File: config.mk
export PLATFORM = sky130hd
export DESIGN_NAME = hbmc_rwds_word_packer
export DESIGN_NICKNAME = d
export VERILOG_FILES = /design/src/rtl/hbmc_rwds_word_packer.sv
export SDC_FILE = /design/constraint.sdc
export NUM_CORES = 1
export LEC_CHECK = 0
export CAP_MARGIN = 5
export CORE_UTILIZATION = 53
export CTS_BUF_LIST = sky130_fd_sc_hd__clkbuf_16
export DETAILED_ROUTE_END_ITERATION = 12
export HOLD_SLACK_MARGIN = 0.12
export PLACE_DENSITY_LB_ADDON = 0.3
export SKIP_LAST_GASP = 1
export SYNTH_ARGS = -nofsm -noshare
export SYNTH_HDL_FRONTEND = slang
export SYNTH_SLANG_ARGS = --single-unit
File: constraint.sdc
create_clock -name clk_din -period 2.3 [get_ports clk_din]
set_input_delay 0.345 -clock clk_din [delete_from_list [all_inputs] [get_ports clk_din]]
set_output_delay 0.345 -clock clk_din [all_outputs]
set_load 0.01 [all_outputs]
File: src/rtl/hbmc_rwds_word_packer.sv
// Read-data word packer for the RWDS capture domain. It turns DDR beat pairs into
// 16-bit HyperBus words framed as {last, valid, data}. It also reports burst length and phase slips.
module hbmc_rwds_word_packer #(
  parameter int CNT_W = 10
) (
  input  logic             clk_din,
  input  logic             rst_0,
  input  logic             cap_en,
  input  logic [7:0]       dq_rise,
  input  logic [7:0]       dq_fall,
  input  logic             rwds_rise,
  input  logic             rwds_fall,
  output logic [17:0]      dout,
  output logic [CNT_W-1:0] burst_words,
  output logic             burst_done,
  output logic             slip_err
);

  typedef enum logic [1:0] {
    IDLE = 2'd0,
    ALN  = 2'd1,
    SHF  = 2'd2
  } state_t;

  localparam logic [CNT_W-1:0] CNT_MAX = '1;
  localparam logic [CNT_W-1:0] CNT_ONE = {{(CNT_W-1){1'b0}}, 1'b1};

  state_t           state, state_nxt;
  logic             stg_v, stg_v_nxt;
  logic             stg_last, stg_last_nxt;
  logic [15:0]      stg_data, stg_data_nxt;
  logic [7:0]       hold, hold_nxt;
  logic [CNT_W-1:0] wcnt, wcnt_inc;
  logic             beat_a, beat_s;
  logic             term, slip_set, push_last;

  assign beat_a    = cap_en & rwds_rise & ~rwds_fall;
  assign beat_s    = cap_en & ~rwds_rise & rwds_fall;
  assign push_last = stg_last | term;
  assign wcnt_inc  = (wcnt == CNT_MAX) ? CNT_MAX : (wcnt + CNT_ONE);

  // The stage is valid for exactly one edge unless reloaded, so every staged word is pushed once.
  always_comb begin
    state_nxt    = state;
    stg_v_nxt    = 1'b0;
    stg_last_nxt = 1'b0;
    stg_data_nxt = 16'h0;
    hold_nxt     = hold;
    term         = 1'b0;
    slip_set     = 1'b0;
    case (state)
      IDLE: begin
        if (beat_a) begin
          stg_v_nxt    = 1'b1;
          stg_data_nxt = {dq_rise, dq_fall};
          state_nxt    = ALN;
        end else if (beat_s) begin
          hold_nxt  = dq_fall;
          state_nxt = SHF;
        end
      end
      ALN: begin
        if (beat_a) begin
          stg_v_nxt    = 1'b1;
          stg_data_nxt = {dq_rise, dq_fall};
        end else begin
          term      = 1'b1;
          slip_set  = beat_s;
          state_nxt = IDLE;
        end
      end
      SHF: begin
        if (beat_s) begin
          stg_v_nxt    = 1'b1;
          stg_data_nxt = {hold, dq_rise};
          hold_nxt     = dq_fall;
        end else if (beat_a) begin
          slip_set  = 1'b1;
          term      = 1'b1;
          hold_nxt  = 8'h0;
          state_nxt = IDLE;
        end else begin
          // The closing rising-edge byte is still valid, so it completes the final word.
          stg_v_nxt    = 1'b1;
          stg_last_nxt = 1'b1;
          stg_data_nxt = {hold, dq_rise};
          state_nxt    = IDLE;
        end
      end
      default: state_nxt = IDLE;
    endcase
  end

  always_ff @(posedge clk_din or posedge rst_0) begin
    if (rst_0) begin
      state       <= IDLE;
      stg_v       <= 1'b0;
      stg_last    <= 1'b0;
      stg_data    <= 16'h0;
      hold        <= 8'h0;
      wcnt        <= '0;
      dout        <= 18'h0;
      burst_words <= '0;
      burst_done  <= 1'b0;
      slip_err    <= 1'b0;
    end else begin
      state      <= state_nxt;
      stg_v      <= stg_v_nxt;
      stg_last   <= stg_last_nxt;
      stg_data   <= stg_data_nxt;
      hold       <= hold_nxt;
      slip_err   <= slip_err | slip_set;
      burst_done <= 1'b0;
      if (stg_v) begin
        dout <= {push_last, 1'b1, stg_data};
        if (push_last) begin
          burst_words <= wcnt_inc;
          burst_done  <= 1'b1;
          wcnt        <= '0;
        end else begin
          wcnt <= wcnt_inc;
        end
      end else begin
        dout <= 18'h0;
      end
    end
  end

endmodule

==> results of run 1 <==
==> cells in the mapped netlist (3+ instances only) <==
cell,count,area share [%]
a31o_2,5,1.5
inv_1,7,0.87
nor2b_1,3,0.62
and3_1,5,1.0
a21oi_1,8,1.3
ha_1,5,2.1
clkbuf_1,8,1.0
nor2_1,24,3.0
a211o_1,3,0.87
nand2_1,24,3.0
and2_1,17,3.5
mux2_4,8,4.0
a22oi_1,16,4.0
o21ai_0,12,2.0
dfrtp_1,67,56
a21o_1,3,0.75
a41oi_1,3,0.87
buf_2,5,0.83
a21boi_0,3,0.75
==> cells in the final DEF (no fill, tap or decap), types with 3 or more instances in the layout <==
| cell | n |
|---|---|
| dfrtp_1 | 67 |
| clkdlybuf4s50_1 | 50 |
| nand2_1 | 24 |
| nor2_1 | 24 |
| and2_1 | 17 |
| a22oi_1 | 16 |
| o21ai_0 | 12 |
| clkbuf_16 | 9 |
| inv_1 | 8 |
| a21oi_1 | 8 |
| mux2_4 | 8 |
| buf_4 | 7 |
| and3_1 | 5 |
| a31o_2 | 5 |
| ha_1 | 5 |
| a211o_1 | 3 |
| nor2b_1 | 3 |
| a21boi_0 | 3 |
| a41oi_1 | 3 |
| a21o_1 | 3 |
==> power by group through the flow <==
stage | combinational (uW) | sequential (uW) | clock, uW
detailed placement | 1120 | 1710 | 0
global placement | 1100 | 1690 | 0
CTS | 1140 | 1690 | 1430
floorplan | 753 | 1660 | 0
global route | 1250 | 1730 | 1480
finish | 1130 | 1690 | 1410
==> per-stage QoR <==
| step | power, uW | worst slack [ps] |
|---|---|---|
| 6_report | 4241 | 343.8 |
| 5_1_grt | 4461 | 255.8 |
| 4_1_cts | 4263 | 348.4 |
| 3_5_place_dp | 2825 | 121.0 |
| 3_3_place_gp | 2784 | 149.8 |
| 2_1_floorplan | 2418 | 271.8 |
==> flip-flops by register name (all words and copies together), names as in the netlist <==
| name | count |
|---|---|
| dout | 17 |
| stg_v | 1 |
| stg_last | 1 |
| slip_err | 1 |
| state | 2 |
| wcnt | 10 |
| burst_done | 1 |
| stg_data | 16 |
| burst_words | 10 |
| hold | 8 |
==> layer usage <==
| layer | share of wire (%) | GRT usage, % |
|---|---|---|
| met1 | 45 | 28.96 |
| met4 | 2.1 | 11.51 |
| met5 | 0 | 0 |
| met3 | 4.8 | 4.524 |
| met2 | 48 | 33.98 |
==> logic make-up (layout without fill, tap and decap cells) <==
family / after synthesis / count (layout) / share of synthesized area (%)
AND/OR/NAND/NOR: 86 / 86 / 14.82
adder cells (fa/ha/maj): 5 / 5 / 2.082
XOR/XNOR: 1 / 1 / 0.2915
multiplexers: 13 / 13 / 6.162
buffers and inverters: 25 / 81 / 4.080
AO/OA/AOI/OAI: 68 / 68 / 16.78
flip-flops: 67 / 67 / 55.79
==> worst max path at each step <==
stage,startpoint,end,slack (ps),cells after the start
finish,state[0]$_DFFE_PP0P_,burst_words[3]$_DFFE_PP0P_,340,7
detailed placement,rwds_fall,burst_words[3]$_DFFE_PP0P_,120,6
global route,state[0]$_DFFE_PP0P_,burst_words[3]$_DFFE_PP0P_,260,7
CTS,state[0]$_DFFE_PP0P_,burst_words[3]$_DFFE_PP0P_,350,7
floorplan,rst_0,burst_done$_DFF_PP0_,270,1
global placement,rwds_fall,burst_words[3]$_DFFE_PP0P_,150,6
==> area by class of cell <==
| class | instances | area [sq um] |
|---|---|---|
| Clock buffer | 9 | 225.2 |
| Fill cell | 396 | 1590 |
| Tap cell | 72 | 90.09 |
| Timing Repair Buffer | 58 | 573.1 |
| Multi-Input combinational cell | 173 | 1206 |
| Clock inverter | 7 | 85.08 |
| Inverter | 7 | 26.28 |
| Sequential cell | 67 | 1677 |
==> critical path, delay by kind of cell, from the launching register on <==
family                   cells  cell delay (ps)
AO/OA/AOI/OAI                1              260
adder cells (fa/ha/maj)      1              330
buffers and inverters        2              310
flip-flops                   1              400
multiplexers                 2              400
AND/OR/NAND/NOR              1              140
==> impl_metrics.env, run 1 <==
export IMPL_outcome="finished, final reports clean"
export IMPL_final_util_pct=70.94
export IMPL_fin_skew_ps=2.926
export IMPL_cp_max_fo=5
export IMPL_initial_core_util_pct=54.92
export IMPL_end_kind="register"
export IMPL_p_clk_share_pct=33.3
export IMPL_drc_errors=0
export IMPL_cts_resized=0
export IMPL_synth_ff_type="dfrtp_1"
export IMPL_fp_dieH_microns=77.30
export IMPL_worst_r2r_path_depth=7
export IMPL_drv_cap=0
export IMPL_ys_warn_count=0
export IMPL_first_pass_iters=4
export IMPL_synth_edff_count=0
export IMPL_grt_pass1_vias=2043
export IMPL_ys_types=46
export IMPL_power_density_nw_per_um2=1092
export IMPL_p_sw_share_pct=29.45
export IMPL_wire_per_inst_microns=15.04
export IMPL_antenna_cells=0
export IMPL_core_area_sq_um=5473
export IMPL_rows=27
export IMPL_yosysSeqAreaShare_pct=55.79
export IMPL_ys_ff_latch=67
export IMPL_syn_avg_cell_area_sq_um=11.34
export IMPL_cts_buffers=9
export IMPL_setup_viol=0
export IMPL_grt_start_max_net_pins=68
export IMPL_cp_start_kind="register"
export IMPL_hpwlAfterDp_mm=3.794
export IMPL_r2r_end="burst_words[3]$_DFFE_PP0P_"
export IMPL_syn_inst=265
export IMPL_grt_ovfl_total=0
export IMPL_grt_usage_pct=21.92
export IMPL_hold_path_class="primary input to asynchronous set/reset pin"
export IMPL_p_int_uw=2992
export IMPL_crit_path_cell_trace="inv_1 -> ha_1 -> nand2_1 -> mux2i_4 -> o21ai_4 -> buf_4 -> mux2_4"
export IMPL_avgViaCountPerCell=5.578
export IMPL_finalCritPeriodShare_pct=85.05
export IMPL_antenna_found_initial=0
export IMPL_synthArstFlopShare_pct=100.0
export IMPL_r2r_setup_slack_ps=340
export IMPL_setup_tns_ps=0
export IMPL_via_count=2192
export IMPL_clk_pin_slew_ps=50
export IMPL_p_leak_uw=0.001883
export IMPL_cts_hold_buf=0
export IMPL_grt_pass1_wl_mm=9.963
export IMPL_placed_cell_area_sq_um=3572
export IMPL_power_frac_seq_pct=39.9
export IMPL_path_class="register to register"
export IMPL_fmax_mhz=511.2
export IMPL_clockBufferDepth=2
export IMPL_slowest_delay_ps=400
export IMPL_pwr_share_comb_pct=26.7
export IMPL_whs_ps=414.7
export IMPL_drtIter0Drc=226
export IMPL_cts_tree="done"
export IMPL_crit_reg2reg_launch="state[0]$_DFFE_PP0P_"
export IMPL_critical_path_arrival_ps=2160
export IMPL_drv_slew=0
export IMPL_wirelength_mm=5.912
export IMPL_critPathSlowestCell="dfrtp_1"
export IMPL_power_switching_uw=1249
export IMPL_cp_data_required_time_ps=2510
export IMPL_cts_setup_buffers=0
export IMPL_synth_fp_nets=291
export IMPL_layout_nets=342
export IMPL_period_minus_slack_ps=1956
export IMPL_clkLatencyLatePin_ps=330
export IMPL_finalHoldViolations=0
export IMPL_io_pins=51
export IMPL_area_delta_synth_final_pct=29.18
export IMPL_fin_area_sq_um=3882
export IMPL_ant_nets=0
export IMPL_die_area_sq_um=5975
export IMPL_tightest_slew_ps=573.7
export IMPL_htreeDepth=3
export IMPL_finalNonFillerCells=393
export IMPL_rsz0062_at_grt="no"
export IMPL_cts_sink_count=67
export IMPL_drive_above_1_share_pct=15.26
export IMPL_die_width_microns=77.30
export IMPL_numPortBuffers=50
export IMPL_timing_slew_headroom_pct=61.76
export IMPL_clockRootBuffer="clkbuf_16"
export IMPL_dp_cells=377
export IMPL_place_congestion=0.8296
export IMPL_syn_area_sq_um=3005
export IMPL_ir_drop_v=0.0005922
Note: power is estimated with default switching activity, not from simulation.
==> run 2: changes to the inputs <==
--- a/config.mk
+++ b/config.mk
@@ -6,7 +6,7 @@
 export NUM_CORES = 1
 export LEC_CHECK = 0
 export CAP_MARGIN = 5
-export CORE_UTILIZATION = 53
+export CORE_UTILIZATION = 47
 export CTS_BUF_LIST = sky130_fd_sc_hd__clkbuf_16
 export DETAILED_ROUTE_END_ITERATION = 12
 export HOLD_SLACK_MARGIN = 0.12
==> constraint.sdc (replaced) <==
create_clock -name clk_din -period 1.68 [get_ports clk_din]
set_input_delay 0.252 -clock clk_din [delete_from_list [all_inputs] [get_ports clk_din]]
set_output_delay 0.252 -clock clk_din [all_outputs]
set_load 0.01 [all_outputs]
==> impl_metrics.env, run 2 (synthesis gave the netlist of run 1 again) <==
export IMPL_outcome="finished, final reports clean"
export IMPL_largest_reg_flops=17
export IMPL_p_clk_share_pct=29.9
export IMPL_worst_r2r_path_depth=7
export IMPL_grt_pass1_wl_mm=10.01
export IMPL_cp_start_kind="register"
export IMPL_cts_hold_buf=0
export IMPL_io_pins=51
export IMPL_layout_commonest_cell="dfrtp_1"
export IMPL_cts_buffers=9
export IMPL_core_area_sq_um=6061
export IMPL_reg_top3="dout: 17 flops, stg_data: 16 flops"
export IMPL_fp_dieH_microns=81.97
export IMPL_r2r_end="wcnt[2]$_DFFE_PP0P_"
export IMPL_clockRootBuffer="clkbuf_16"
export IMPL_grt_start_max_net_pins=68
export IMPL_final_cell_mix="dfrtp_1 (67), clkdlybuf4s50_1 (50), nor2_1 (24), buf_4 (23), nand2_1 (22)"
export IMPL_critPathLaunch="state[0]$_DFFE_PP0P_"
export IMPL_via_count=2240
export IMPL_antenna_found_initial=0
export IMPL_hpwlAfterDp_mm=4.197
export IMPL_tightest_slew_ps=524.2
export IMPL_cp_max_fo=5
export IMPL_hold_path_class="primary input to asynchronous set/reset pin"
export IMPL_clockBufferDepth=2
export IMPL_multi_input_area_sq_um=1266
export IMPL_drc_errors=0
export IMPL_period_minus_slack_ps=1663
export IMPL_fmax_mhz=601.3
export IMPL_die_area_sq_um=6718
export IMPL_crit_end="wcnt[2]$_DFFE_PP0P_"
export IMPL_die_width_microns=81.97
export IMPL_r2r_setup_slack_ps=20
export IMPL_cts_tree="done"
export IMPL_drv_cap=0
export IMPL_wire_per_inst_microns=15.04
export IMPL_drive_above_1_share_pct=23.53
export IMPL_antenna_cells=0
export IMPL_numPortBuffers=50
export IMPL_avgViaCountPerCell=5.398
export IMPL_p_int_uw=4146
export IMPL_rows=28
export IMPL_grt_usage_pct=20.30
export IMPL_drtIter0Drc=130
export IMPL_grt_pass1_vias=2071
export IMPL_first_pass_iters=4
export IMPL_drv_slew=0
export IMPL_regMostFlops="dout"
export IMPL_place_congestion=0.8323
export IMPL_rsz0062_at_grt="yes"
export IMPL_cp_data_required_time_ps=1920
export IMPL_final_util_pct=67.44
export IMPL_path_class="register to register"
export IMPL_end_kind="register"
export IMPL_nFillCells=457
export IMPL_fin_skew_ps=6.507
export IMPL_power_density_nw_per_um2=1452
export IMPL_clk_pin_slew_ps=60
export IMPL_ir_drop_v=0.0008590
export IMPL_power_frac_seq_pct=37.7
export IMPL_timing_slew_headroom_pct=65.05
export IMPL_wirelength_mm=6.243
export IMPL_clkLatencyLatePin_ps=330
export IMPL_layout_nets=361
export IMPL_finalCritPeriodShare_pct=99.00
export IMPL_seqCellArea_sq_um=1677
export IMPL_p_leak_uw=0.001977
export IMPL_pwr_share_comb_pct=32.3
export IMPL_grt_ovfl_total=0
export IMPL_htreeDepth=3
export IMPL_power_switching_uw=1791
export IMPL_initial_core_util_pct=49.59
export IMPL_finalHoldViolations=0
export IMPL_cts_sink_count=67
export IMPL_crit_reg2reg_launch="state[0]$_DFFE_PP0P_"
export IMPL_critical_path_arrival_ps=1910
export IMPL_p_sw_share_pct=30.16
export IMPL_area_delta_synth_final_pct=36.01
export IMPL_ant_nets=0
export IMPL_setup_viol=0
export IMPL_power_uw=5937
[run 2: how the worst min path moves through the flow]
stage,startpoint,endpoint,slack (ps),depth (start not counted)
global placement,stg_data[3]$_DFF_PP0_,dout[3]$_DFF_PP0_,440,1
finish,rst_0,stg_data[13]$_DFF_PP0_,360,3
detailed placement,stg_data[5]$_DFF_PP0_,dout[5]$_DFF_PP0_,440,1
floorplan,stg_v$_DFF_PP0_,dout[16]$_DFF_PP0_,350,0
CTS,rst_0,burst_words[0]$_DFFE_PP0P_,390,3
global route,rst_0,burst_words[3]$_DFFE_PP0P_,410,3
[run 2: critical path, stage by stage, from the launching register on]
cell and delay, ps:
dfrtp_1 380, inv_2 110, ha_4 220, nand2_2 90, mux2i_4 90, buf_4 160, a311o_2 360, a21oi_2 160
[run 2: what timing repair did]
action	4_1_cts	5_1_grt
gates resized for setup	0	9
setup endpoints to repair	0	35
buffers inserted	0	1
[run 2: area by class of cell]
type / count / area share [%]
clock buffer: 9 / 5.510
sequential: 67 / 41.02
multi-input combinational: 173 / 30.98
inverter: 7 / 0.7346
clock inverter: 7 / 1.469
timing repair buffer: 77 / 18.00
tap: 75 / 2.296
[run 2: metal layers]
layer	track usage, %	up-vias	share of wire, %
li1	-	1078	-
met1	27.23	1076	46
met2	31.57	72	47
met4	8.421	0	1.9
met5	0	-	0
met3	4.667	14	4.6
[run 2: power groups by stage]
stage | Sequential, uW | Clock [uW] | Combinational, uW
6_report | 2240 | 1780 | 1920
3_5_place_dp | 2260 | 0 | 1860
5_1_grt | 2280 | 1870 | 2110
4_1_cts | 2240 | 1800 | 1880
2_1_floorplan | 2290 | 0 | 1090
3_3_place_gp | 2240 | 0 | 1820
[run 2: metrics by stage]
stage	TNS, ps	hold WS, ps	setup WS [ps]	instance area, sq um	cells
detailed placement	-8981	440.1	-269.4	3760	398
CTS	0	392.7	3.608	4045	414
finish	0	359.2	16.82	4088	415
global placement	-7373	436.2	-246.6	3760	398
global route	-180.9	410.8	-30.64	4088	415
floorplan	0	348.7	1.126	3042	265
